$ cat config.mk
export PLATFORM = sky130hd
export DESIGN_NAME = voting_machine_multi
export DESIGN_NICKNAME = d
export VERILOG_FILES = /design/src/rtl/voting_machine_multi.sv
export SDC_FILE = /design/constraint.sdc
export NUM_CORES = 1
export LEC_CHECK = 0
export CAP_MARGIN = 20
export CORE_UTILIZATION = 28
export DETAILED_ROUTE_END_ITERATION = 7
export HOLD_SLACK_MARGIN = 0.03
export MAX_ROUTING_LAYER = met4
export PLACE_DENSITY = 0.46
export SYNTH_ARGS = -nofsm -noshare
export SYNTH_HDL_FRONTEND = slang
export SYNTH_SLANG_ARGS = --single-unit
$ cat constraint.sdc
create_clock -name clk -period 8.6 [get_ports clk]
set_input_delay 1.72 -clock clk [delete_from_list [all_inputs] [get_ports clk]]
set_output_delay 1.72 -clock clk [all_outputs]
set_load 0.02 [all_outputs]
$ cat src/rtl/voting_machine_multi.sv
`default_nettype none
// ============================================================================
// Module      : voting_machine_multi
// Description : Parametrised ballot unit. Debounced one-vote-per-press
//               qualification, saturating per-candidate tallies, multi-press
//               rejection, result display and registered winner/tie tracker.
// Revision    : 1.0 - initial release
// ============================================================================
module voting_machine_multi #(
    parameter int NUM_CAND    = 4,
    parameter int CNT_W       = 8,
    parameter int HOLD_CYCLES = 10
) (
    input  logic                              clk,
    input  logic                              rst,
    input  logic                              mode,
    input  logic [NUM_CAND-1:0]               button,
    output logic [CNT_W-1:0]                  led,
    output logic                              vote_valid,
    output logic                              vote_invalid,
    output logic                              sat,
    output logic [$clog2(NUM_CAND)-1:0]       winner,
    output logic                              tie,
    output logic [CNT_W+$clog2(NUM_CAND)-1:0] total
);

    localparam int IDX_W = $clog2(NUM_CAND);
    localparam int HC_W  = (HOLD_CYCLES < 2) ? 1 : $clog2(HOLD_CYCLES + 1);

    typedef enum logic [1:0] {
        IDLE     = 2'd0,
        HOLD     = 2'd1,
        WAIT_REL = 2'd2
    } state_t;

    state_t              state;
    state_t              state_nxt;
    logic [IDX_W-1:0]    cand;
    logic [IDX_W-1:0]    cand_nxt;
    logic [HC_W-1:0]     hold_cnt;
    logic [HC_W-1:0]     hold_cnt_nxt;
    logic [CNT_W-1:0]    tally [NUM_CAND];

    logic                any_press;
    logic                multi_press;
    logic                one_hot;
    logic [IDX_W-1:0]    low_idx;
    logic [NUM_CAND-1:0] cand_mask;

    logic                do_vote;
    logic                do_invalid;
    logic [IDX_W-1:0]    vote_idx;

    logic [CNT_W-1:0]    max_val;
    logic [IDX_W-1:0]    best_idx;
    logic                dup_max;

    // Decode the raw button vector: any/multi/one-hot and lowest pressed index
    always_comb begin
        any_press   = |button;
        // clearing the lowest set bit leaves something only if >=2 bits are set
        multi_press = |(button & (button - NUM_CAND'(1)));
        one_hot     = any_press & ~multi_press;
        low_idx     = '0;
        for (int i = NUM_CAND - 1; i >= 0; i--) begin
            if (button[i]) begin
                low_idx = IDX_W'(i);
            end
        end
        cand_mask = NUM_CAND'(1) << cand;
    end

    // Press-qualification FSM: next state, hold counter and vote/reject strobes
    always_comb begin
        state_nxt    = state;
        cand_nxt     = cand;
        hold_cnt_nxt = hold_cnt;
        do_vote      = 1'b0;
        do_invalid   = 1'b0;
        vote_idx     = cand;
        case (state)
            IDLE: begin
                if (!mode) begin
                    if (one_hot) begin
                        cand_nxt = low_idx;
                        if (HOLD_CYCLES == 1) begin
                            // single-cycle qualification: the capture cycle is the vote
                            do_vote   = 1'b1;
                            vote_idx  = low_idx;
                            state_nxt = WAIT_REL;
                        end else begin
                            hold_cnt_nxt = HC_W'(1);
                            state_nxt    = HOLD;
                        end
                    end else if (multi_press) begin
                        do_invalid = 1'b1;
                        state_nxt  = WAIT_REL;
                    end
                end
            end
            HOLD: begin
                if (!mode && (button == cand_mask)) begin
                    if (hold_cnt == HC_W'(HOLD_CYCLES - 1)) begin
                        do_vote   = 1'b1;
                        state_nxt = WAIT_REL;
                    end else begin
                        hold_cnt_nxt = hold_cnt + 1'b1;
                    end
                end else begin
                    // press disturbed: no vote; extra buttons are flagged as a bad press
                    do_invalid = !mode && multi_press;
                    state_nxt  = any_press ? WAIT_REL : IDLE;
                end
            end
            WAIT_REL: begin
                if (!any_press) begin
                    state_nxt = IDLE;
                end
            end
            default: state_nxt = IDLE;
        endcase
    end

    // FSM state register
    always_ff @(posedge clk) begin
        if (!rst) begin
            state    <= IDLE;
            cand     <= '0;
            hold_cnt <= '0;
        end else begin
            state    <= state_nxt;
            cand     <= cand_nxt;
            hold_cnt <= hold_cnt_nxt;
        end
    end

    // Saturating tallies, running total, sticky saturation flag and event pulses
    always_ff @(posedge clk) begin
        if (!rst) begin
            for (int i = 0; i < NUM_CAND; i++) begin
                tally[i] <= '0;
            end
            total        <= '0;
            vote_valid   <= 1'b0;
            vote_invalid <= 1'b0;
            sat          <= 1'b0;
        end else begin
            vote_valid   <= 1'b0;
            vote_invalid <= do_invalid;
            if (do_vote) begin
                if (tally[vote_idx] != {CNT_W{1'b1}}) begin
                    tally[vote_idx] <= tally[vote_idx] + 1'b1;
                    total           <= total + 1'b1;
                    vote_valid      <= 1'b1;
                end else begin
                    sat <= 1'b1;
                end
            end
        end
    end

    // Leader search: strict '>' keeps the lowest index on equal tallies
    always_comb begin
        max_val  = '0;
        best_idx = '0;
        dup_max  = 1'b0;
        for (int i = 0; i < NUM_CAND; i++) begin
            if (tally[i] > max_val) begin
                max_val  = tally[i];
                best_idx = IDX_W'(i);
                dup_max  = 1'b0;
            end else if ((tally[i] == max_val) && (max_val != '0)) begin
                dup_max = 1'b1;
            end
        end
    end

    // Registered winner/tie, one cycle behind the tallies
    always_ff @(posedge clk) begin
        if (!rst) begin
            winner <= '0;
            tie    <= 1'b0;
        end else begin
            winner <= best_idx;
            tie    <= dup_max;
        end
    end

    // Display: tally of lowest pressed button in result mode, held when released
    always_ff @(posedge clk) begin
        if (!rst) begin
            led <= '0;
        end else if (!mode) begin
            led <= '0;
        end else if (any_press) begin
            led <= tally[low_idx];
        end
    end

endmodule
`default_nettype wire

==> summary.md, run 1 <==
| Metric | Value |
|---|---|
| Number of buffers created by CTS | 9 |
| Endpoints failing setup | 0 |
| Syn. warnings | 0 |
| Final Hold Viols | 0 |
| Worst path bufs/invs | 1 |
| Critical Path Start Type | register |
| Yosys top cell by area | edfxtp_1 |
| Crit. End Element | register |
| FP Rows | 43 |
| Skew-Pair Late Insertion Delay | 0.34 ns |
| RSZ-0062 raised after global routing | false |
| Routability cong. | 0.8732 |
| Post-CTS Setup Inserts | 0 |
| CP dominant cell by count | ha_1 |
| Initial Utilization | 28.58% |
| Power Total | 921.3 uW |
| Final period demand of the worst path | 5.237 ns |
| Final Worst Setup Slack | 3.363 ns |
| Slew HR | 51.61% |
| Most frequent cells in the layout | nor2_1, dfxtp_1, edfxtp_1, clkdlybuf4s50_1, ha_1 |
| Core Area | 13830 um2 |
| Remaining DRCs | 0 |
| Primary FF master, synth | dfxtp_1 |
| CP peak stage delay | 0.57 ns |
| Area contributors post-synth | edfxtp_1, dfxtp_1, ha_1, nor2_1, mux2i_1 |
| Die X-Extent | 120.8 um |
| Worst min-delay path class | reg -> reg |
| Status | complete, no violations |
| Ys async rst share | 0% |
| Antenna Nets Post-Route | 0 |
| Clock skew | 0.004858 ns |
| Clk buf depth | 2 |
| Critical Path AT | 5.47 ns |
| Peak fanout along the critical path | 19 |
| Setup Total Neg Slack | 0 ns |
| Clock sinks | 66 |
| Vias in the first global route | 3241 |
| Max Slew Vio Count | 0 |
| Initial antenna violation count | 0 |
| Pleak | 0.001776 uW |
| # IOs | 31 |
| Final Cycle Share | 60.89% |
| Unique masters post-synth | 50 |
| CTS tree | done |
| CP delay by family, top | compound AO/OA/AOI/OAI gates |
| Initial DRT Pass Iterations | 5 |
| I/O Buffers | 30 |
| Crit path kind | reg -> reg |
| Post-synth EDFFs | 32 |
| H-tree levels | 3 |
| Root Driver | clkbuf_16 |
| Area share of the largest cell type after synthesis | 24.32% |
| Area growth syn-to-layout | 21.50% |
| Hold Buf Count CTS | 0 |
| Die H | 120.8 um |
| Die area | 14590 um2 |
| Largest net degree at the start of global routing | 20 |
| WHS | 0.4826 ns |
| Grt ovf | 0 |
| # nets final | 479 |
| Post-Synthesis Cell Area | 3951 um2 |
| Synth Net Count | 449 |
| First-pass GRT wire length | 17.86 mm |
| Place WS | 3.451 ns |
| DRT Wirelength | 11.09 mm |
| Vias per inst | 5.266 |
| Drt initial violations | 135 |
| Layout cells sized above 1 | 8.018% |
| Synth Register Bits | 66 |
| Post-cts resize count | 0 |
| Fmax | 191.0 MHz |
| VDD IR-drop max | 87.50 uV |
| Final core utilization | 34.72% |
| Syn_area_per_cell | 9.544 um2 |
| GR Util All Layers | 16.84% |
| Worst-path clk slew | 0.06 ns |
| Req. time, crit path | 8.83 ns |
| Via count | 3312 |
| Slowest cell on the critical path | o31a_1 |
| Ant diodes | 0 |
| HPWL after DPL | 8.249 mm |
| Max_cap viols | 0 |
| Pwr Density | 191.9 nW/um2 |
| Post-Syn Instances | 414 |
| Worst Max-Slew Pin Slew | 0.7236 ns |
| DR WL/cell | 17.63 um |
| Commonest non-fill, non-tap cell in the layout | nor2_1 |
| Seq/Total Area, Yosys | 41.55% |
| Crit path cell chain | inv_1 -> ha_1 -> nand4_1 -> o21ai_0 -> and2_1 -> mux2i_1 -> ha_1 -> a211oi_1 -> nor2_1 -> o22ai_1 -> o31a_1 -> nor2_1 -> a21o_1 -> ha_1 -> nor2b_1 -> o21a_1 -> o21ai_0 -> a21o_1 -> a21oi_1 -> o32ai_1 |
## cells in the mapped netlist (all sizes together), types with 5 or more instances
library cell and n:
nor2 69, dfxtp 34, edfxtp 32, ha 28, nand2 27, inv 24, mux2i 19, a21oi 17
o21ai 15, clkbuf 12, nand4 12, a2111oi 9, a21o 9, nand3 9, mux4 8, nor4 8
o22ai 8, xnor2 7, buf 5, o21a 5, or3 5, xor2 5
## power by group
group	total (uW)	internal [uW]	leakage, uW	switching [uW]
Clock	436	291	0.000174	145
Combinational	127	54.7	0.00101	72.4
Sequential	358	342	0.000591	16.5
Total	921	687	0.00178	234
## cell families after synthesis
kind of cell / synth area share (%)
xor gates and xnor gates: 2.660
adders and majority gates: 8.866
and+or+nand+nor: 18.90
buffers and inverters: 4.053
DFF: 41.55
AOI/OAI and AO/OA: 14.31
muxes: 9.658
## worst min-delay path: stages (launching register included)
cell and delay (ns):
dfxtp_1 0.31, o21ai_0 0.07, a21oi_1 0.06
## routing by layer
layer | GRT usage, % | part of all wire, % | vias to the layer above
met5 | - | 0 | -
met4 | 7.253 | 2.8 | 0
met3 | 2.689 | 5.1 | 26
met2 | 26.90 | 47 | 111
met1 | 21.10 | 45 | 1585
li1 | - | - | 1590
## flip-flops by register name, summed over array words and instances (netlist names), named ones only
| signal | flops |
|---|---|
| total | 10 |
| led | 8 |
| cand | 2 |
| vote_valid | 1 |
| tally | 32 |
| hold_cnt | 4 |
| sat | 1 |
| vote_invalid | 1 |
| tie | 1 |
| winner | 2 |
| state | 2 |
## final timing paths
check	startpoint	end	slack, ns	depth (start not counted)
hold / removal	total[9]$_SDFFE_PN0P_	total[9]$_SDFFE_PN0P_	0.48	2
setup / recovery	tally[0][7]$_SDFFCE_PN0P_	tie$_SDFF_PP0_	3.36	20
hold reg to reg	total[9]$_SDFFE_PN0P_	total[9]$_SDFFE_PN0P_	0.48	2
setup reg to reg	tally[0][7]$_SDFFCE_PN0P_	tie$_SDFF_PP0_	3.36	20
## final cells by class
cell class                      instances  area [um2]
Clock buffer                           12       279.0
Clock inverter                          4       77.57
Fill cell                            1433        9026
Inverter                               24       90.09
Multi-Input combinational cell        307        2150
Sequential cell                        66        1642
Tap cell                              180       225.2
Timing Repair Buffer                   36       337.8
## per-stage QoR
step                std cells  instance area [um2]
global route              629                 4801
floorplan                 414                 3951
CTS                       627                 4791
detailed placement        611                 4434
finish                    629                 4801
global placement          610                 4429
Power figures use the tool's default switching activity.
==> inputs of run 2 (changes only) <==
==> constraint.sdc (replaced) <==
create_clock -name clk -period 5 [get_ports clk]
set_input_delay 1 -clock clk [delete_from_list [all_inputs] [get_ports clk]]
set_output_delay 1 -clock clk [all_outputs]
set_load 0.02 [all_outputs]
==> run 2 against run 1 <==
  * Clock-buffer cell count decreased by 2
  * Clock power increased by 36%
  * First-iteration DRC count increased by 39%
  * Critical endpoint unchanged
  * Sequential share of layout area decreased by 0.33 points
  * Total power increased by 56%
  * Via count decreased by 1.5%
  * Worst hold slack improved by 0.0028 ns
  * Wire length increased by 0.50%
==> summary.md, run 2 (synthesis results as in run 1) <==
| Metric | Value |
|---|---|
| Status | complete, no violations |
| Max_cap viols | 0 (unchanged) |
| WHS Path Cells | 2 (unchanged) |
| Die X-Extent | 120.8 um (unchanged) |
| M1 WL | 4.855 mm (-2.9%) |
| FP Rows | 43 (unchanged) |
| Clk buf depth | 2 (unchanged) |
| Skew-Pair Late Insertion Delay | 0.34 ns (about the same) |
| CP peak stage delay | 0.46 ns (-0.11 ns) |
| Final std cells w/o fill | 643 (+2.2%) |
| Top layer in use | met4 |
| Crit path cell chain | ha_1 -> nand4_1 -> nor2_1 -> a211o_1 -> and2_1 -> buf_4 -> mux2i_1 -> ha_1 -> nand4_1 -> nor2_1 -> o31a_1 -> buf_4 -> a21o_1 -> ha_1 -> nor2b_1 -> o21a_1 -> o21ai_0 -> a21o_1 -> a21oi_1 -> o32ai_1 |
| Final Cycle Share | 94.32% (+33 points) |
| Clock skew | 0.004205 ns (-0.0006525 ns) |
| # nets final | 493 (+2.9%) |
| Reg with most FFs | tally |
| Max FFs per register | 32 (unchanged) |
| Pwr Density | 297.1 nW/um2 (+55%) |
| Hold wc startpoint | hold_cnt[3]$_SDFFE_PN0P_ |
| Multi-input gate area | 2161 um2 (+0.52%) |
| Routability cong. | 0.8668 (-0.73%) |
| Launching point of the worst reg2reg path | tally[1][7]$_SDFFCE_PN0P_ |
| Die H | 120.8 um (unchanged) |
| Area growth syn-to-layout | 22.67% |
| Root Driver | clkbuf_16 |
| Crit. End Element | register |
| Layout cells sized above 1 | 11.66% (+3.6 points) |
| Ant diodes | 0 (unchanged) |
| Via count | 3263 (-1.5%) |
| Clock sinks | 66 (unchanged) |
| Commonest non-fill, non-tap cell in the layout | nor2_1 |
| Reg2reg end | tie$_SDFF_PP0_ |
| Remaining DRCs | 0 (unchanged) |
| First-pass GRT wire length | 17.72 mm (-0.77%) |
| # IOs | 31 (unchanged) |
| H-tree levels | 3 (unchanged) |
| I/O Buffers | 30 (unchanged) |
| Grt ovf | 0 (unchanged) |
| DR WL/cell | 17.33 um (-1.7%) |
| Most frequent cells in the layout | nor2_1, dfxtp_1, edfxtp_1, clkdlybuf4s50_1, ha_1 |
| Antenna Nets Post-Route | 0 (unchanged) |
| Initial Utilization | 28.58% (unchanged) |
| Initial DRT Pass Iterations | 4 (-1) |
| GR Util All Layers | 17.00% (+0.15 points) |
| Peak fanout along the critical path | 7 (-12) |
| Pleak | 0.001804 uW (+1.6%) |
| Crit path kind | reg -> reg |
| Placed cells | 626 (+2.5%) |
| Drt initial violations | 187 (+39%) |
| Worst Max-Slew Pin Slew | 1.157 ns (+0.4334 ns) |
| Final Hold Viols | 0 (unchanged) |
| Vias in the first global route | 3357 (+3.6%) |
| Worst min-delay path class | reg -> reg |
| CP dominant cell by count | ha_1 |
| Filler cells | 1421 (-0.84%) |
| Max Slew Vio Count | 0 (unchanged) |
| Final period demand of the worst path | 4.716 ns (-0.5211 ns) |
| CTS tree | done |
| Endpoints failing setup | 0 (unchanged) |
| Die area | 14590 um2 (unchanged) |
| Reg2Reg Depth | 20 (unchanged) |
| VDD IR-drop max | 137.8 uV (+57%) |
| Slowest cell on the critical path | edfxtp_1 |
| Register area | 1642 um2 (unchanged) |
| Met2 routed WL | 5.290 mm (+1.7%) |
| Met3 WL | 729 um (+28%) |
| DRT Wirelength | 11.14 mm (+0.50%) |
| HPWL after DPL | 8.476 mm (+2.8%) |
| Core Area | 13830 um2 (unchanged) |
| Req. time, crit path | 5.24 ns (-3.59 ns) |
| Number of buffers created by CTS | 9 (unchanged) |
| Worst path bufs/invs | 2 (+1) |
| Power Total | 1440 uW (+56%) |
| Slew HR | 22.27% (-29 points) |
| Fmax | 212.1 MHz (+11%) |
| Setup slack, reg-to-reg | 0.28 ns (-3.08 ns) |
| Hold Path End | hold_cnt[3]$_SDFFE_PN0P_ |
| Worst-path clk slew | 0.06 ns (about the same) |
| Top flop regs | tally (32), total (10), led (8) |
| Initial antenna violation count | 0 (unchanged) |
| Critical Path AT | 4.96 ns (-0.51 ns) |
| Vias per inst | 5.075 (-3.6%) |
| Critical Path Start Type | register |
| Largest net degree at the start of global routing | 19 (-5.0%) |
| Hold Buf Count CTS | 0 (unchanged) |
| CP delay by family, top | compound AO/OA/AOI/OAI gates |
-- run 2: tightest hold or removal path, stage by stage (launching register included) --
cell and delay [ns]:
dfxtp_1 0.31, o21ai_0 0.07, a21oi_1 0.06
-- run 2: final cells by class --
cell class	instances	area share [%]
Clock buffer	10	4.930
Clock inverter	6	0.8260
Inverter	24	1.859
Multi-Input combinational cell	307	44.58
Sequential cell	66	33.87
Tap cell	180	4.646
Timing Repair Buffer	50	9.293
-- run 2: per-stage QoR --
| stage | hold WS [ns] | area [um2] | util (%) | TNS, ns | setup WS [ns] |
|---|---|---|---|---|---|
| 2_1_floorplan | 0.4539 | 3951 | - | 0 | 0.2990 |
| 3_3_place_gp | 0.4671 | 4549 | 32.90 | 0 | 0.3319 |
| 3_5_place_dp | 0.4724 | 4549 | 32.90 | 0 | 0.2474 |
| 4_1_cts | 0.4879 | 4828 | 34.92 | 0 | 0.1894 |
| 5_1_grt | 0.5149 | 4847 | 35.06 | -0.005974 | -0.005974 |
| 6_report | 0.4854 | 4847 | 35.06 | 0 | 0.2842 |
-- run 2: worst max-delay path by stage --
stage	from	endpoint	cells past startpoint	slack (ns)
5_1_grt	tally[1][7]$_SDFFCE_PN0P_	tie$_SDFF_PP0_	20	-0.006
6_report	tally[1][7]$_SDFFCE_PN0P_	tie$_SDFF_PP0_	20	0.28
4_1_cts	tally[1][7]$_SDFFCE_PN0P_	tie$_SDFF_PP0_	19	0.19
2_1_floorplan	tally[1][7]$_SDFFCE_PN0P_	tie$_SDFF_PP0_	21	0.30
3_3_place_gp	tally[1][7]$_SDFFCE_PN0P_	tie$_SDFF_PP0_	19	0.33
3_5_place_dp	tally[1][7]$_SDFFCE_PN0P_	tie$_SDFF_PP0_	19	0.25
-- run 2: layer usage --
metal  track usage, %  vias up
met2            27.77       94
met4            6.019        0
met5                -        -
met1            19.61     1530
li1                 -     1619
met3            5.377       20
-- run 2: power breakdown --
part           switching, uW  internal, uW
clock network            243           349
logic                    133           105
registers               22.5           587
-- run 2: repair_timing --
action                                  CTS  global route
endpoints found under the setup margin    0             3
buffers inserted                          0             1
resized for setup                         0             5
==> inputs of run 3 (changes only) <==
--- a/config.mk
+++ b/config.mk
@@ -5,6 +5,7 @@
 export SDC_FILE = /design/constraint.sdc
 export NUM_CORES = 1
 export LEC_CHECK = 0
+export ABC_CLOCK_PERIOD_IN_PS = 5000
 export CAP_MARGIN = 20
 export CORE_UTILIZATION = 28
 export DETAILED_ROUTE_END_ITERATION = 7
==> results of run 3 <==
Same layout as run 2: the final DEF is identical, and so are final timing and power.
